`config.mk`:
```
export PLATFORM = sky130hd
export DESIGN_NAME = mport_arbiter
export DESIGN_NICKNAME = d
export VERILOG_FILES = /design/src/rtl/mport_arbiter.sv
export SDC_FILE = /design/constraint.sdc
export NUM_CORES = 1
export LEC_CHECK = 0
export ABC_AREA = 1
export CORE_AREA = 2 2 146 148
export CTS_CLUSTER_DIAMETER = 40
export DETAILED_ROUTE_END_ITERATION = 16
export DIE_AREA = 0 0 148 150
export GPL_TIMING_DRIVEN = 0
export PLACE_DENSITY = 0.66
export SLEW_MARGIN = 10
export SYNTH_ARGS = -nofsm -noshare
export SYNTH_HDL_FRONTEND = slang
export SYNTH_SLANG_ARGS = --single-unit
export TNS_END_PERCENT = 100
```
`constraint.sdc`:
```
create_clock -name clk -period 2.5 [get_ports clk]
set_input_delay 0.375 -clock clk [delete_from_list [all_inputs] [get_ports clk]]
set_output_delay 0.375 -clock clk [all_outputs]
set_load 0.02 [all_outputs]
```
`src/rtl/mport_arbiter.sv`:
```
// mport_arbiter
//   Round-robin arbiter sharing one memory-port manager between NUM_REQ clients.
//   The winner's request (enables, address, store data) is latched when it is
//   granted and held on the mp_* outputs until the transaction completes, so the
//   downstream sees stable inputs even if clients change theirs. Completion and
//   load data are returned to the granted client only. One transaction in flight.
//
// Ports
//   clk, rst_l             clock, asynchronous active-low reset
//   req_w_en / req_r_en    per-client write / read requests (write wins if both)
//   req_ptr / req_wdata    per-client address / store data, client i at [i*W +: W]
//   req_done               per-client completion, only the granted bit can be set
//   req_rdata              load data, valid while the client's req_done is high
//   mp_w_en / mp_r_en      downstream enables
//   mp_ptr / mp_wdata      downstream address / store data
//   mp_rdata / mp_done     downstream load data and done (held until enables drop)
//   grant_id               index of the current or last granted client
//   busy                   high whenever a transaction is in progress
module mport_arbiter #(
  parameter int NUM_REQ = 4,
  parameter int ADDR_W  = 26,
  parameter int DATA_W  = 32,
  parameter int GID_W   = $clog2(NUM_REQ)
) (
  input  logic                       clk,
  input  logic                       rst_l,
  input  logic [NUM_REQ-1:0]         req_w_en,
  input  logic [NUM_REQ-1:0]         req_r_en,
  input  logic [NUM_REQ*ADDR_W-1:0]  req_ptr,
  input  logic [NUM_REQ*DATA_W-1:0]  req_wdata,
  output logic [NUM_REQ-1:0]         req_done,
  output logic [DATA_W-1:0]          req_rdata,
  output logic                       mp_w_en,
  output logic                       mp_r_en,
  output logic [ADDR_W-1:0]          mp_ptr,
  output logic [DATA_W-1:0]          mp_wdata,
  input  logic [DATA_W-1:0]          mp_rdata,
  input  logic                       mp_done,
  output logic [GID_W-1:0]           grant_id,
  output logic                       busy
);

  typedef enum logic [1:0] {
    S_IDLE,
    S_GRANT,
    S_HOLD,
    S_RELEASE
  } state_t;

  state_t              state_q, state_d;
  logic [GID_W-1:0]    rr_q, rr_d;
  logic [GID_W-1:0]    grant_id_q, grant_id_d;
  logic                mp_w_en_q, mp_w_en_d;
  logic                mp_r_en_q, mp_r_en_d;
  logic [ADDR_W-1:0]   mp_ptr_q, mp_ptr_d;
  logic [DATA_W-1:0]   mp_wdata_q, mp_wdata_d;
  logic [NUM_REQ-1:0]  req_done_q, req_done_d;
  logic [DATA_W-1:0]   req_rdata_q, req_rdata_d;

  logic [NUM_REQ-1:0]  req_any;
  logic                win_valid;
  logic [GID_W-1:0]    win_id;
  logic [GID_W-1:0]    rr_next;

  assign req_any = req_w_en | req_r_en;

  // Search downward from the farthest offset so the requester closest to
  // (at or after) the round-robin pointer is the last one assigned and wins.
  always_comb begin
    int idx;
    idx       = 0;
    win_valid = 1'b0;
    win_id    = '0;
    for (int k = NUM_REQ - 1; k >= 0; k--) begin
      idx = int'(rr_q) + k;
      if (idx >= NUM_REQ) begin
        idx = idx - NUM_REQ;
      end
      if (req_any[idx]) begin
        win_valid = 1'b1;
        win_id    = GID_W'(idx);
      end
    end
  end

  // Explicit wrap so non-power-of-two NUM_REQ works too.
  assign rr_next = (grant_id_q == GID_W'(NUM_REQ - 1)) ? '0 : grant_id_q + 1'b1;

  always_comb begin
    state_d     = state_q;
    rr_d        = rr_q;
    grant_id_d  = grant_id_q;
    mp_w_en_d   = mp_w_en_q;
    mp_r_en_d   = mp_r_en_q;
    mp_ptr_d    = mp_ptr_q;
    mp_wdata_d  = mp_wdata_q;
    req_done_d  = req_done_q;
    req_rdata_d = req_rdata_q;

    case (state_q)
      S_IDLE: begin
        if (win_valid) begin
          grant_id_d = win_id;
          mp_ptr_d   = req_ptr[int'(win_id)*ADDR_W +: ADDR_W];
          mp_wdata_d = req_wdata[int'(win_id)*DATA_W +: DATA_W];
          mp_w_en_d  = req_w_en[win_id];
          mp_r_en_d  = req_r_en[win_id] & ~req_w_en[win_id];
          state_d    = S_GRANT;
        end
      end

      S_GRANT: begin
        if (mp_done) begin
          req_rdata_d = mp_rdata;
          if (req_any[grant_id_q]) begin
            req_done_d             = '0;
            req_done_d[grant_id_q] = 1'b1;
            state_d                = S_HOLD;
          end else begin
            // Client gave up: discard the result and let the downstream finish.
            mp_w_en_d = 1'b0;
            mp_r_en_d = 1'b0;
            state_d   = S_RELEASE;
          end
        end
      end

      S_HOLD: begin
        if (!req_any[grant_id_q]) begin
          req_done_d = '0;
          mp_w_en_d  = 1'b0;
          mp_r_en_d  = 1'b0;
          state_d    = S_RELEASE;
        end
      end

      S_RELEASE: begin
        if (!mp_done) begin
          rr_d    = rr_next;
          state_d = S_IDLE;
        end
      end

      default: begin
        state_d = S_IDLE;
      end
    endcase
  end

  always_ff @(posedge clk or negedge rst_l) begin
    if (!rst_l) begin
      state_q     <= S_IDLE;
      rr_q        <= '0;
      grant_id_q  <= '0;
      mp_w_en_q   <= 1'b0;
      mp_r_en_q   <= 1'b0;
      mp_ptr_q    <= '0;
      mp_wdata_q  <= '0;
      req_done_q  <= '0;
      req_rdata_q <= '0;
    end else begin
      state_q     <= state_d;
      rr_q        <= rr_d;
      grant_id_q  <= grant_id_d;
      mp_w_en_q   <= mp_w_en_d;
      mp_r_en_q   <= mp_r_en_d;
      mp_ptr_q    <= mp_ptr_d;
      mp_wdata_q  <= mp_wdata_d;
      req_done_q  <= req_done_d;
      req_rdata_q <= req_rdata_d;
    end
  end

  assign req_done  = req_done_q;
  assign req_rdata = req_rdata_q;
  assign mp_w_en   = mp_w_en_q;
  assign mp_r_en   = mp_r_en_q;
  assign mp_ptr    = mp_ptr_q;
  assign mp_wdata  = mp_wdata_q;
  assign grant_id  = grant_id_q;
  assign busy      = (state_q != S_IDLE);

endmodule

```
==> metrics.cfg, run 1 <==
[global_route]
first_global_vias=6744
grt_pass1_wl_mm=37.5
grt-busiest-layer=met2
met1_usage=0.279
grt-ovfl-total=0
grt_usage=0.218
grt_antenna_before_repair=0
grt_max_degree=66
use_met2=0.372
grtUsageMet3=0.0430

[pwr]
p_leak_nw=4.45
clkPwrFrac=0.103
peakVddDrop_v=0.000503
p_seq_frac=0.219
powerDensity_nw_per_um2=1310
intPower_mw=7.15
power.switching_mw=6.60
comb_power_share=0.678
switching_share=0.480

[die]
dieHeight_um=150
fp.dieW_um=148
die_area_um2=22200
pin_count=374
fp-row-count=53
coreArea_um2=20700
start_util=0.293

[clock_tree]
post_cts_buffers=0
cts_buffers=9
cts_sinks=102
cts.clk_slew.worst_paths_ns=0.08
htree_levels=3
cts_tree=yes
cts_buffer_depth=2
root_buffer=clkbuf_16
insertion_delay_ns=0.36

[logic_synthesis]
ys_warn_count=0
seq_area_frac_synth=0.422
syn_area_um2=6050
syn_inst=753
synth-seq-cells=102
avgSynthCellArea_um2=8.04
syn-num-nets=1036
yosysUniqueCellTypes=34

[detailed_routing]
totalWireLength_mm=25.0
drc=0
dr_total_vias=6793
drtAntennaViolNets=0
vias_per_cell=4.79
wl_per_cell_um=17.6
first_iter_violations=336
drtPass1Iterations=5

[critical_path]
worstPathArrival_ns=1.96
path_max_fanout=4
cp-end-kind=primary output
r2r_slack_ns=0.36
cp-start-kind=flip-flop
required_ns=2.12
crit_type=reg2out

[placement]
port_buffers=373
place.gp.congestion=0.889
dp_hpwl_mm=19.6
dp_cells=1402
pre_cts_slack_ns=-0.287

[sta]
slew_viol_final=0
rsz0062_at_grt=false
fin_crit_sh=0.933
fin_setup_tns_ns=0
worst_hold_slack_ns=0.497
slew_headroom=0.533
finClkSkew_ns=0.0138
tightest_slew_ns=0.695
min_period_ns=2.33
final-hold-violation-count=0
finalWorstSetupSlack_ns=0.167
setup_viol=0
fmax_ghz=0.429

[final_layout]
area_growth_pct=73.1
drive_gt1_frac=0.108
stdcell_count=1419
final_nets=1422
n_antenna_cell=0

[job]
drv_cap=0

[status]
status=finished clean

[worst_hold_path]
hold_path.class=in2async

repair_timing:
item                       in CTS  in global routing
hold endpoints to repair       37                  0
hold buffers                    1                  0
setup endpoints to repair       0                 51
resized for setup               0                 18
kinds of logic (layout without fill, tap and decap cells):
group	count (synthesis)	count (layout)	synth area share
buffers and inverters	120	511	0.0938
adder cells (fa/ha/maj)	8	8	0.0165
AO/OA/AOI/OAI	206	206	0.215
flip-flops	102	102	0.422
multiplexers	32	32	0.0595
AND/OR/NAND/NOR	285	285	0.193
layout make-up:
type	count	area, µm²
well taps	275	344
clock inverters	7	63.8
plain buffers	48	309
inverters	72	273
clock buffers	9	225
flip-flops and latches	102	2550
multi-input cells	531	2940
repair buffers	375	3770
fillers	1992	10200
sequential cells by signal, indices dropped and copies added (netlist names):
signal,flops
grant_id,2
mp_w_en,1
req_done,4
mp_r_en,1
state_q,2
rr_q,2
req_rdata,32
mp_ptr,26
mp_wdata,32
synthesized netlist by cell type (all sizes together):
master	instances	area share
nand3b	1	0.0012
a22o	1	0.0014
inv	72	0.045
o221ai	9	0.013
clkbuf	14	0.0087
mux2	32	0.060
a31oi	21	0.022
buf	34	0.040
nor2	133	0.087
o211ai	53	0.074
dfrtp	102	0.42
or2	4	0.0041
o21ai	95	0.082
nand2	126	0.082
ha	8	0.017
and2	1	0.0014
nand3	19	0.017
a21oi	26	0.021
o21a	1	0.0012
nor3	1	0.00083
through the flow:
| step | util | instance area, µm² | power, mW |
|---|---|---|---|
| 6_report | 0.507 | 10500 | 13.8 |
| 5_1_grt | 0.507 | 10500 | 14.8 |
| 4_1_cts | 0.506 | 10500 | 13.8 |
| 3_5_place_dp | 0.491 | 10200 | 12.4 |
| 3_3_place_gp | 0.490 | 10100 | 12.2 |
| 2_1_floorplan | - | 6050 | 8.49 |
final timing paths:
check	from	end	depth (start not counted)
setup / recovery	state_q[0]	busy	4
hold / removal	rst_l	mp_ptr[0]	2
setup reg to reg	rr_q[0]	mp_wdata[8]	13
hold reg to reg	mp_wdata[5]	mp_wdata[5]	2
max in group asynchronous	rst_l	mp_wdata[29]	3
min in group clk	mp_wdata[5]	mp_wdata[5]	2
power by group through the flow:
stage	sequential [mW]	combinational, mW	clock [mW]
finish	3.02	9.33	1.41
global route	3.12	10.2	1.52
CTS	3.02	9.34	1.45
detailed placement	3.04	9.32	0
global placement	3.02	9.23	0
floorplan	3.95	4.54	0
critical path: stages, from the launching register on:
cell and delay [ns]:
dfrtp_1 0.39, inv_1 0.10, ha_1 0.24, inv_1 0.21, clkdlybuf4s50_1 0.67
layer usage:
metal  vias to the layer above  share of wire
li1                       3300              -
met5                         -              0
met2                       292           0.49
met4                         0          0.017
met3                        28          0.072
met1                      3173           0.42
cells in the final DEF (no fill, tap or decap), drive strengths merged, types with 25 or more instances in the layout:
master,instances
o21ai,95
nand2,126
clkdlybuf4s50,372
a21oi,26
buf,34
nor2,133
dfrtp,102
o211ai,53
clkbuf,25
mux2,32
inv,75
(Power assumes the default switching activity.)
==> inputs of run 2 (changes only) <==
==> constraint.sdc (replaced) <==
create_clock -name clk -period 2.25 [get_ports clk]
set_input_delay 0.3375 -clock clk [delete_from_list [all_inputs] [get_ports clk]]
set_output_delay 0.3375 -clock clk [all_outputs]
set_load 0.02 [all_outputs]
==> run 2 against run 1 <==
  * Clock-buffer cell count unchanged
  * Critical path depth up 10
  * Register-to-register slack worse by 0.17 ns
  * Utilization up 0.77 points
  * Clock skew about the same
  * Via count up 0.35%
  * Combinational power up 15%
  * Die area unchanged
  * Largest power group unchanged
==> metrics.cfg, run 2 (synthesis gave the netlist of run 1 again) <==
[sta]
min_period_ns=2.13
slew_viol_final=0  ; unchanged
tightest_slew_ns=0.567  ; -0.128 ns
finClkSkew_ns=0.0141  ; +0.000382 ns
final-hold-violation-count=0  ; unchanged
fin_crit_sh=0.945
fin_setup_tns_ns=0  ; unchanged
setup_viol=0  ; unchanged
slew_headroom=0.622  ; +0.0889
fmax_ghz=0.470
worst_hold_slack_ns=0.460  ; -0.0371 ns

[clock_tree]
cts_sinks=102  ; unchanged
cts_buffer_depth=2  ; unchanged
cts_buffers=9  ; unchanged
htree_levels=3  ; unchanged
insertion_delay_ns=0.36  ; about the same
root_buffer=clkbuf_16
cts.clk_slew.worst_paths_ns=0.08  ; about the same
cts_tree=yes

[global_route]
first_global_vias=6737  ; -0.10%
grt_max_degree=66  ; unchanged
grt-ovfl-total=0  ; unchanged
grt_usage=0.218  ; about the same
grt_antenna_before_repair=0  ; unchanged
grt_pass1_wl_mm=37.5  ; unchanged

[detailed_routing]
first_iter_violations=264  ; -21%
drtAntennaViolNets=0  ; unchanged
drtPass1Iterations=5  ; unchanged
wl_per_cell_um=17.6  ; +0.15%
drc=0  ; unchanged
vias_per_cell=4.78  ; about the same
totalWireLength_mm=25.1  ; +0.57%
dr_total_vias=6817  ; +0.35%

[critical_path]
crit_slowest_cell=clkdlybuf4s50_1
slowest_delay_ns=0.56  ; -0.11 ns
timing.rr.start=rr_q[0]
path_max_fanout=10  ; +6
worstPathArrival_ns=2.40  ; +0.44 ns
crit_chain=clkdlybuf4s50_1 -> nor2_4 -> nand2_1 -> nand2_1 -> and2_4 -> inv_2 -> nor2_4 -> nor2_8 -> inv_2 -> nor2_4 -> buf_4 -> buf_8 -> o211ai_2 -> o211ai_1
crit_start=req_r_en[1]
cp-start-kind=input pin
cp-end-kind=flip-flop
path_common_cell=nor2_4
required_ns=2.53  ; +0.41 ns
crit_type=in2reg
r2r_cells=13  ; unchanged

[pwr]
powerDensity_nw_per_um2=1460  ; +12%
power.switching_mw=7.41  ; +12%
p_seq_frac=0.215  ; -0.004
peakVddDrop_v=0.000521  ; +3.6%
total_power_mw=15.6  ; +13%
clkPwrFrac=0.101  ; -0.002
intPower_mw=8.17  ; +14%
comb_power_share=0.684  ; +0.006
p_leak_nw=4.53  ; +2.0%
switching_share=0.476  ; -0.00412

[placement]
dp_hpwl_mm=19.6  ; unchanged
port_buffers=373  ; unchanged
place.gp.congestion=0.889  ; unchanged

[die]
start_util=0.293  ; unchanged
dieHeight_um=150  ; unchanged
fp.dieW_um=148  ; unchanged
pin_count=374  ; unchanged
fp-row-count=53  ; unchanged
die_area_um2=22200  ; unchanged
coreArea_um2=20700  ; unchanged

[final_layout]
final_common_cell=clkdlybuf4s50_1
post-route-util=0.514  ; +0.00774
n_antenna_cell=0  ; unchanged
area_growth_pct=75.8
regArea_um2=2550  ; unchanged
multi_input_area_um2=2990  ; +1.7%
drive_gt1_frac=0.124  ; +0.0160
n_fill_cell=1982  ; -0.50%
final_nets=1428  ; +0.42%
mostFrequentLayoutCells=clkdlybuf4s50_1 (368), nor2_1 (126), nand2_1 (116)

[worst_hold_path]
hold_path.class=in2async

[job]
drv_cap=0  ; unchanged

[status]
status=finished clean

-- run 2: cell count changes in the layout (fill, tap and decap cells not counted), sizes merged --
cell,change
clkbuf,+1
clkdlybuf4s50,-4
buf,+5
dlymetal6s2s,+3
dlygate4sd2,+1
-- run 2: area by class of cell --
cell class                 instances  area share
clock buffer                       9      0.0212
tap                              275      0.0323
sequential                       102       0.240
buffer                            47      0.0333
timing repair buffer             382       0.360
inverter                          72      0.0261
multi-input combinational        531       0.281
clock inverter                     7     0.00600
-- run 2: through the flow --
stage                     setup WS, ns  instances  cell area, µm²
final                            0.123       1425           10600
after global routing           -0.0545       1425           10600
after CTS                       0.0336       1418           10500
after detailed placement        -0.499       1402           10200
after global placement           -3.44       1401           10100
after floorplan                  0.419        753            6050
-- run 2: worst max-delay path, delay by kind of cell --
kind                   cells  cell delay, ns
AO/OA/AOI/OAI              2            0.24
buffers and inverters      5            1.12
AND/OR/NAND/NOR            7            0.70
-- run 2: repair_timing --
action                                 CTS  global route
setup buffers                            0             7
setup endpoints to repair               27            63
hold buffers                             1             0
pin swaps                                0             8
resized for setup                        7            47
endpoints found under the hold margin   37             0
-- run 2: power groups by stage --
stage / clock network (mW) / logic [mW] / registers, mW
2_1_floorplan: 0 / 5.05 / 4.39
6_report: 1.57 / 10.7 / 3.35
3_3_place_gp: 0 / 10.3 / 3.35
4_1_cts: 1.62 / 10.4 / 3.35
5_1_grt: 1.69 / 11.6 / 3.46
3_5_place_dp: 0 / 10.4 / 3.38
-- run 2: final timing paths --
| path | endpoint | slack [ns] |
|---|---|---|
| setup / recovery | mp_wdata[8] | 0.12 |
| setup reg to reg | mp_wdata[8] | 0.19 |
| max in group asynchronous | mp_wdata[0] | 1.12 |
| min in group clk | mp_wdata[5] | 0.50 |
| hold reg to reg | mp_wdata[5] | 0.50 |
| hold / removal | mp_ptr[0] | 0.46 |
-- run 2: layer usage --
layer / vias to the layer above / track usage / routed length, µm
li1: 3312 / - / -
met1: 3185 / 0.279 / 10700
met2: 292 / 0.372 / 12300
met3: 28 / 0.0427 / 1750
met4: 0 / 0.0681 / 432
met5: - / 0 / 0
==> inputs of run 3 (changes only) <==
--- a/config.mk
+++ b/config.mk
@@ -6,12 +6,12 @@
 export NUM_CORES = 1
 export LEC_CHECK = 0
 export ABC_AREA = 1
-export CORE_AREA = 2 2 146 148
+export CORE_AREA = 2 2 147 149
 export CTS_CLUSTER_DIAMETER = 40
 export DETAILED_ROUTE_END_ITERATION = 16
-export DIE_AREA = 0 0 148 150
+export DIE_AREA = 0 0 149 151
+export DONT_BUFFER_PORTS = 1
 export GPL_TIMING_DRIVEN = 0
-export PLACE_DENSITY = 0.66
 export SLEW_MARGIN = 10
 export SYNTH_ARGS = -nofsm -noshare
 export SYNTH_HDL_FRONTEND = slang
==> run 3 against run 2 <==
  * The run now ends with negative hold slack left
  * Largest cell class is now multi-input gates
  * Register-to-register slack got worse by 0.02 ns
  * Clock-buffer cell count did not move
  * Largest power group unchanged
  * Combinational power fell by 34%
==> metrics.cfg, run 3 (synthesis gave the netlist of run 1 again) <==
[status]
status=finished, violations left
violations=negative hold slack

[final_layout]
stdcell_count=1048  ; -26%
final_nets=1050  ; -26%
drive_gt1_frac=0.174  ; +0.0492
mostFrequentLayoutCells=nor2_1 (128), nand2_1 (118), dfrtp_1 (101)
n_fill_cell=2249  ; +13%
area_growth_pct=12.2
final_common_cell=nor2_1

[detailed_routing]
first_iter_violations=370  ; +40%
totalWireLength_mm=22.4  ; -11%
drtPass1Iterations=5  ; unchanged
drc=0  ; unchanged
dr_total_vias=5516  ; -19%
vias_per_cell=5.26  ; +10%
wl_per_cell_um=21.3  ; +21%
drtAntennaViolNets=0  ; unchanged

[worst_hold_path]
hold_path.class=in2async

[clock_tree]
cts_tree=yes
insertion_delay_ns=0.36  ; about the same
cts.clk_slew.worst_paths_ns=0.08  ; about the same
root_buffer=clkbuf_16
htree_levels=3  ; unchanged
cts_buffer_depth=2  ; unchanged
cts_buffers=9  ; unchanged
cts_sinks=102  ; unchanged

[placement]
dp_hpwl_mm=17.3  ; -12%
place.gp.congestion=0.870  ; -2.1%
pre_cts_slack_ns=-0.147  ; +0.352 ns
port_buffers=0  ; -100%
dp_cells=1028  ; -27%

[sta]
fin_setup_tns_ns=0  ; unchanged
tightest_slew_ns=0.576  ; +0.00927 ns
finalWorstSetupSlack_ns=0.173  ; +0.0499 ns
slew_headroom=0.616  ; -0.00618
rsz0062_at_grt=true
setup_viol=0  ; unchanged
fmax_ghz=0.482  ; +2.4%
worst_hold_slack_ns=-0.321  ; -0.781 ns
min_period_ns=2.08  ; -0.0499 ns
finClkSkew_ns=0.0106  ; -0.00350 ns
slew_viol_final=0  ; unchanged
fin_crit_sh=0.923  ; -0.0222
final-hold-violation-count=102  ; +102

[die]
coreArea_um2=20800  ; +0.64%
die_area_um2=22500  ; +1.3%
fp.dieW_um=149  ; +0.68%
pin_count=374  ; unchanged
fp-row-count=53  ; unchanged
start_util=0.291  ; -0.00186
dieHeight_um=151  ; +0.67%

[job]
drv_cap=0  ; unchanged

[critical_path]
timing.rr.start=rr_q[0]
crit_slowest_cell=dfrtp_1
required_ns=2.47  ; -0.06 ns
crit_start=rr_q[0]
path_max_fanout=10  ; unchanged
cp-end-kind=flip-flop
path_common_cell=nand2_1
worstPathArrival_ns=2.30  ; -0.10 ns
crit_chain=buf_6 -> inv_4 -> nand2_1 -> nand3_1 -> nand2_1 -> nand2_1 -> nand2_1 -> nand2_2 -> nand2_4 -> buf_6 -> buf_4 -> o211ai_1 -> a31oi_1
crit_type=reg2reg
slowest_delay_ns=0.37  ; -0.19 ns
cp-start-kind=flip-flop

[pwr]
p_leak_nw=2.99  ; -34%
powerDensity_nw_per_um2=1960  ; +34%
peakVddDrop_v=0.000731  ; +40%

[global_route]
grt_pass1_wl_mm=32.1  ; -14%
grt-ovfl-total=0  ; unchanged
grt_usage=0.191  ; -0.0274
grt_max_degree=103  ; +56%
grt_antenna_before_repair=0  ; unchanged
first_global_vias=5283  ; -22%

-- run 3: path summary, 6_finish.rpt --
check / end / slack, ns / cells past startpoint
max reg2reg: mp_ptr[11] / 0.17 / 13
min in group clk: req_rdata[10] / 0.13 / 1
max: mp_ptr[11] / 0.17 / 13
max in group asynchronous: mp_ptr[23] / 2.44 / 0
min reg2reg: state_q[1] / 0.58 / 2
min: req_rdata[3] / -0.32 / 0
-- run 3: per-layer routing --
metal | GRT usage | part of all wire
met5 | 0 | 0
met4 | 0.0657 | 0.023
met3 | 0.0581 | 0.088
met2 | 0.303 | 0.47
met1 | 0.248 | 0.42
-- run 3: critical path: cells and delay by family, from the launching register on --
| kind | cells | cell delay [ns] |
|---|---|---|
| flip-flops | 1 | 0.37 |
| buffers and inverters | 4 | 0.58 |
| AND/OR/NAND/NOR | 7 | 0.64 |
| AO/OA/AOI/OAI | 2 | 0.33 |
-- run 3: timing repair --
item	in CTS	in global routing
gates cloned	0	0
gates resized for setup	7	38
endpoints found under the hold margin	102	102
pin swaps	0	2
setup buffers	0	3
endpoints found under the setup margin	23	63
-- run 3: per-stage QoR --
stage	utilization	power [mW]	cell area [µm²]
global placement	0.307	11.5	6400
CTS	0.322	13.3	6700
finish	0.326	13.3	6790
floorplan	-	9.43	6050
global route	0.326	14.4	6790
detailed placement	0.307	11.6	6400
-- run 3: layout make-up --
| class | count | area [µm²] | area share |
|---|---|---|---|
| multi-input cells | 531 | 2970 | 0.437 |
| flip-flops and latches | 102 | 2550 | 0.376 |
| well taps | 275 | 344 | 0.0507 |
| plain buffers | 48 | 338 | 0.0498 |
| inverters | 72 | 275 | 0.0405 |
| clock buffers | 9 | 225 | 0.0332 |
| clock inverters | 7 | 63.8 | 0.00940 |
| repair buffers | 3 | 22.5 | 0.00332 |
| diodes | 1 | 2.50 | 0.000369 |
-- run 3: report_power, final --
group          leakage, nW  internal [mW]  total, mW  switching [mW]
Clock                0.136          0.779       1.59           0.813
Sequential            1.21           2.80       4.68            1.88
Combinational         1.65           2.63       7.01            4.38
